`src/rtl/stream_downsizer.sv`:
```
// Width-reducing valid/ready stage: one IN_WIDTH word in, up to RATIO
// OUT_WIDTH beats out, least-significant slice first.
module stream_downsizer #(
   parameter  int IN_WIDTH  = 64,
   parameter  int RATIO     = 4,
   localparam int OUT_WIDTH = IN_WIDTH / RATIO,
   localparam int CNT_W     = (RATIO > 1) ? $clog2(RATIO) : 1
) (
   input  logic                 clk,
   input  logic                 rstn,
   input  logic                 w_valid,
   output logic                 w_ready,
   input  logic [IN_WIDTH-1:0]  w_data,
   input  logic [CNT_W-1:0]     w_beats,
   input  logic                 w_last,
   output logic                 r_valid,
   input  logic                 r_ready,
   output logic [OUT_WIDTH-1:0] r_data,
   output logic                 r_last
);

   generate
      if (RATIO < 1 || (RATIO & (RATIO - 1)) != 0 || (IN_WIDTH % RATIO) != 0) begin : g_bad_params
         $error("stream_downsizer: RATIO must be a power of two dividing IN_WIDTH");
      end
   endgenerate

   // Handshake: a transfer happens on a rising clk edge where valid && ready.
   // w_ready depends only on registered state and r_ready, never on w_valid.
   logic                valid_q;
   logic [CNT_W-1:0]    idx_q;
   logic [IN_WIDTH-1:0] data_q;
   logic [CNT_W-1:0]    cnt_q;
   logic                last_q;

   logic final_beat;
   logic accept;
   logic beat_xfer;

   assign final_beat = (idx_q == cnt_q);
   assign w_ready    = !valid_q || (r_ready && final_beat);
   assign accept     = w_valid && w_ready;
   assign beat_xfer  = valid_q && r_ready;

   assign r_valid = valid_q;
   assign r_data  = data_q[idx_q * OUT_WIDTH +: OUT_WIDTH];
   assign r_last  = last_q && final_beat;

   // A load always wins over retiring the final beat, so words stream without a bubble.
   always_ff @(posedge clk or negedge rstn) begin
      if (!rstn) begin
         valid_q <= 1'b0;
         idx_q   <= '0;
      end else if (accept) begin
         valid_q <= 1'b1;
         idx_q   <= '0;
      end else if (beat_xfer) begin
         if (final_beat) begin
            valid_q <= 1'b0;
            idx_q   <= '0;
         end else begin
            idx_q <= idx_q + 1'b1;
         end
      end
   end

   // Payload registers carry no reset; they are only observed while valid_q is set.
   always_ff @(posedge clk) begin
      if (accept) begin
         data_q <= w_data;
         cnt_q  <= (RATIO == 1) ? '0 : w_beats;
         last_q <= w_last;
      end
   end

endmodule

```
`config.mk`:
```
export PLATFORM = sky130hd
export DESIGN_NAME = stream_downsizer
export DESIGN_NICKNAME = d
export VERILOG_FILES = /design/src/rtl/stream_downsizer.sv
export SDC_FILE = /design/constraint.sdc
export NUM_CORES = 1
export LEC_CHECK = 0
export BUFFER_PORTS_ARGS = -buffer_cell sky130_fd_sc_hd__buf_2
export CAP_MARGIN = 0
export CORE_ASPECT_RATIO = 1.25
export CORE_MARGIN = 8
export CORE_UTILIZATION = 50
export DETAILED_ROUTE_END_ITERATION = 16
export MAX_ROUTING_LAYER = met4
export PLACE_DENSITY_LB_ADDON = 0.12
export SLEW_MARGIN = 30
export SYNTH_ARGS = -nofsm -noshare
export SYNTH_HDL_FRONTEND = slang
export SYNTH_SLANG_ARGS = --single-unit
```
`constraint.sdc`:
```
create_clock -name clk -period 11.1 [get_ports clk]
set_input_delay 1.11 -clock clk [delete_from_list [all_inputs] [get_ports clk]]
set_output_delay 1.11 -clock clk [all_outputs]
set_load 0.02 [all_outputs]
```
-- Yosys cells after proc, flatten, opt, wreduce, memory -nomap -nowiden
Index checks and enable logic that the tools add are counted.
- bits in registers: 70
- bits of input ports: 71
- output and inout port bits: 19
- word-level logic and storage cells: 23
- $add $sub $neg: 1
- equality and inequality tests: 1
- shift operators: 1
- multiplexer cells: 6
- reductions and logical operators: 9
- operator list (cell ; number):
    variable part select 64 x 7 -> 16 bit ; 1
    2-to-1 mux 2 bit ; 3
    logical AND 1 bit ; 4
    nonzero test 2 bit ; 2
    2-to-1 mux 1 bit ; 3
    adder 2 x 1 -> 2 bit (second input constant) ; 1
    equality test 2 bit ; 1
    AND reduction 2 bit ; 1
    logical NOT 1 bit ; 1
    logical OR 1 bit ; 1

-- Longest topological paths before layout
- depth after elaboration: 6
- depth in mapped cells: 4
- gate-level depth less buffers: 3

-- Worst setup path before layout
No wires, ideal clock.
- kind: input port to flip-flop
- from: input r_ready
- to: register cnt_q[0], enable pin
- data arrival time: 4.194 ns
- data required time: 10.600 ns
- slack: 6.407 ns
- stages: 2
- cell sequence: a31oi_1 nor2b_1
- cells in the longest elaborated chain, start to end: 3
- RTL lines (what ; line ; source):
    start, declared ; 17 ; input logic r_ready,
    logical AND 1 bit ; 41 ; assign w_ready = !valid_q || (r_ready && final_beat);
    logical OR 1 bit ; 41 ;
    logical AND 1 bit ; 42 ; assign accept = w_valid && w_ready;
    via accept ; 37 ; logic accept;
    end signal, assigned ; 71 ; cnt_q <= (RATIO == 1) ? '0 : w_beats;
    end, declared ; 33 ; logic [CNT_W-1:0] cnt_q;
The timed path passes the listed nets, and every way through them passes these cells.
A chain may end at the register's enable or synchronous reset.

-- Worst setup path after layout
- from: register idx_q[1]
- to: output w_ready
- cells in the longest elaborated chain, start to end: 3
- RTL lines (what ; line ; source):
    start, declared ; 31 ; logic [CNT_W-1:0] idx_q;
    start signal, assigned ; 62 ; idx_q <= idx_q + 1'b1;
    equality test 2 bit ; 40 ; assign final_beat = (idx_q == cnt_q);
    logical AND 1 bit ; 41 ;
    logical OR 1 bit ; 41 ;
    end, declared ; 12 ; output logic w_ready,
No other way between the ends.

==> results.txt <==
----------------------------------------------------
[Setup path]
  Required time at the endpoint of the critical path ... 9.99 ns
  Crit path capture type ... output port
  Arr. time, crit path ... approximately 2.1 ns
  Crit path launch type ... flip-flop
  Worst Path Class, Setup ... flip-flop to output port
  Peak fanout along the critical path ... 20

[Synth]
  Part of the Yosys area used for sequential elements ... 0.805
  Number of storage elements in the synthesis netlist ... 70
  Most frequent cell after synthesis ... sky130_fd_sc_hd__edfxtp_1
  Post-synth top area cell ... sky130_fd_sc_hd__edfxtp_1
  Fraction of synthesized cell area taken by the top area cell type ... 0.776
  EDFF count, synth ... 67
  Synthesized cell area ... 0.00259 sq mm
  Ys flop type ... sky130_fd_sc_hd__edfxtp_1
  Share of flip-flops with an asynchronous set or reset after synthesis ... 0.0429
  Main area contributors after synthesis ... sky130_fd_sc_hd__edfxtp_1 78%, sky130_fd_sc_hd__mux4_2 14%, sky130_fd_sc_hd__dfrtp_1 2.9%
  Synthesized instance count ... between 100 and 150
  Synthesized netlist net count ... approximately 180
  Distinct cells, synth ... 18
  Synthesis Warnings ... 0
  Mean instance size in the synthesized netlist ... 24.2 sq um
  Most frequent cells after synthesis ... 67 x sky130_fd_sc_hd__edfxtp_1, 16 x sky130_fd_sc_hd__mux4_2, 3 x sky130_fd_sc_hd__buf_4, 3 x sky130_fd_sc_hd__dfrtp_1, 3 x sky130_fd_sc_hd__inv_1

[Timing]
  Count of final max-slew check failures ... 0
  Post-route setup TNS ... 0 ns
  Post-route clock skew ... 0.0116 ns
  Number of hold-slack violations in the final timing report ... 0
  Unrepaired setup endpoints after global routing ... no
  Share of the cycle needed by the critical path after routing ... 0.290
  PnR worst setup slack ... around 7.9 ns
  Setup violations, final ... 0
  Highest Clock Rate ... 311 MHz
  Period minus WS final ... roughly 3.2 ns
  Slew at the pin with the worst max-slew slack ... approximately 0.85 ns
  Worst relative slew slack ... 0.433

[CTS]
  Post-CTS Hold Buffers ... 0
  Sink Count ... 70
  Total number of H-tree levels ... 3
  Maximum count of clock buffers along a single path ... 2
  Clock tree from TritonCTS ... built
  Post-CTS Setup Bufs ... 0
  Number of resized instances in the post-cts repair step ... 0
  Clock network latency to the later pin of the worst-skew pair ... between 0.3 and 0.4 ns
  Total clock buffers created by CTS ... 9
  Clock-pin slew reported for the worst setup and hold paths after clock tree synthesis ... about 0.070 ns
  Clock root buffer ... sky130_fd_sc_hd__clkbuf_8

[Flow run]
  Count of maximum capacitance violations ... 0

[Worst hold path]
  Class of the worst hold path ... primary input to async pin

[Floorplanning]
  Starting density of the core ... 0.514
  Die Wd ... about 80 microns
  Die Y ... about 96 microns
  Total Die Area ... approximately 0.0078 sq mm
  Ports placed on the boundary ... 90
  Standard cell core area ... 0.00504 sq mm
  Number of rows in the core area ... 29

[Final layout]
  Filler Cell Count ... approximately 360
  Area of the multi-input gates ... around 470 sq um
  Share of post-route cells with drive strength above 1 ... 0.576
  Number of nets in the final layout ... between 200 and 300
  Area Overhead vs Synth ... 26.3%
  Footprint of the flip-flops and latches ... 0.00209 sq mm
  Antenna cell count ... 0

[Routing]
  DR pass1 iterations ... 4
  Number of vias after detailed routing ... between 1000 and 1500
  Remaining routing DRC violations ... 0
  Total Wirelength ... slightly below 5 mm
  Drt first-iter violations ... slightly below 100
  Count of antenna-violating nets left after detailed routing ... 0
  Average wire length per cell after detail routing ... about 18 microns
  Routed via count divided by cell count ... approximately 5.0

[Global routing]
  Initial antenna violation count ... 0
  Vias in the first global route ... around 1700
  Global-route wire length before repair ... roughly 8 mm
  Grt peak-use layer ... met2
  Largest net degree at the start of global routing ... 37
  Met3 routing resource usage after global routing ... 0.0454
  Global-route track usage on met2 ... 0.233
  Total global routing track utilization ... 0.144
  GR met1 Demand/Resource ... 0.145
  Final global-route overflow total ... 0

[Placement]
  Count of input and output buffers ... 89
  Final weighted congestion of routability-driven global placement ... approximately 0.79
  Worst slack at placement ... 8.11 ns

[Pwr]
  Peak VDD IR ... about 130 uV
  Power density of the placed cells ... ~240 mW/mm^2
  Leak Pwr ... 1.26 nW

[Status]
  Result of the run ... completed

----------------------------------------------------
-- cell type report --
class	instances	area share
Sequential cell	70	0.638
Inverter	3	0.00344
Tap cell	62	0.0237
Multi-Input combinational cell	30	0.145
Timing Repair Buffer	91	0.141
Clock buffer	14	0.0467
Clock inverter	2	0.00306
-- metal layers --
| metal | part of all wire | routed length (microns) |
|---|---|---|
| met3 | 0.060 | 295 |
| met5 | 0 | 0 |
| met2 | 0.54 | 2640 |
| met1 | 0.38 | 1880 |
| met4 | 0.019 | 93 |
-- sequential cells by signal (all words and copies together), names as in the netlist --
name,count
last_q,1
cnt_q,2
data_q,64
idx_q,2
r_valid,1
-- where the power goes --
group | leakage [nW] | total (mW) | internal (mW) | switching, mW
clock network | 0.0844 | 0.172 | 0.0869 | 0.0848
registers | 0.648 | 0.375 | 0.345 | 0.0303
logic | 0.524 | 0.231 | 0.105 | 0.126
-- path summary, 6_finish.rpt --
check | end | cells past startpoint | startpoint | slack (ns)
min in group clk | idx_q[1] | 2 | r_valid | 0.66
max in group asynchronous | idx_q[0] | 1 | rstn | 10.43
max reg2reg | data_q[35] | 4 | idx_q[1] | 8.13
min | r_valid | 1 | rstn | 0.56
max | w_ready | 4 | idx_q[1] | 7.88
min reg2reg | idx_q[1] | 2 | r_valid | 0.66
-- placed cells by master (no fill, tap or decap), types with 2 or more instances in the layout --
cell,n
sky130_fd_sc_hd__buf_2,89
sky130_fd_sc_hd__edfxtp_1,67
sky130_fd_sc_hd__mux4_2,16
sky130_fd_sc_hd__clkbuf_8,10
sky130_fd_sc_hd__clkbuf_1,4
sky130_fd_sc_hd__inv_1,3
sky130_fd_sc_hd__dfrtp_1,3
sky130_fd_sc_hd__xnor2_1,2
sky130_fd_sc_hd__clkinv_2,2
sky130_fd_sc_hd__buf_4,2
-- cell families (layout without fill, tap and decap cells) --
kind of cell / after synthesis / after routing / share of synthesized area
XOR/XNOR: 2 / 2 / 0.00676
AND/OR/NAND/NOR: 5 / 5 / 0.0121
AO/OA/AOI/OAI: 6 / 6 / 0.0179
flip-flops: 70 / 70 / 0.805
multiplexers: 17 / 17 / 0.143
buffers and inverters: 7 / 110 / 0.0150
-- through the flow --
stage | power (mW) | utilization | hold WS (ns) | cells | instance area (sq um)
2_1_floorplan | 0.545 | - | 0.616 | 107 | 2590
3_3_place_gp | 0.611 | 0.616 | 0.622 | 256 | 3110
3_5_place_dp | 0.617 | 0.616 | 0.637 | 256 | 3110
4_1_cts | 0.789 | 0.649 | 0.545 | 272 | 3270
5_1_grt | 0.816 | 0.649 | 0.546 | 272 | 3270
6_report | 0.777 | 0.649 | 0.562 | 272 | 3270
-- critical path, cell delays in order (launching register included) --
cell and delay (ns):
sky130_fd_sc_hd__dfrtp_1 0.90, sky130_fd_sc_hd__xnor2_1 0.25, sky130_fd_sc_hd__a31oi_1 0.40, sky130_fd_sc_hd__inv_1 0.07, sky130_fd_sc_hd__buf_2 0.17
Note: power is estimated with default switching activity, not from simulation.
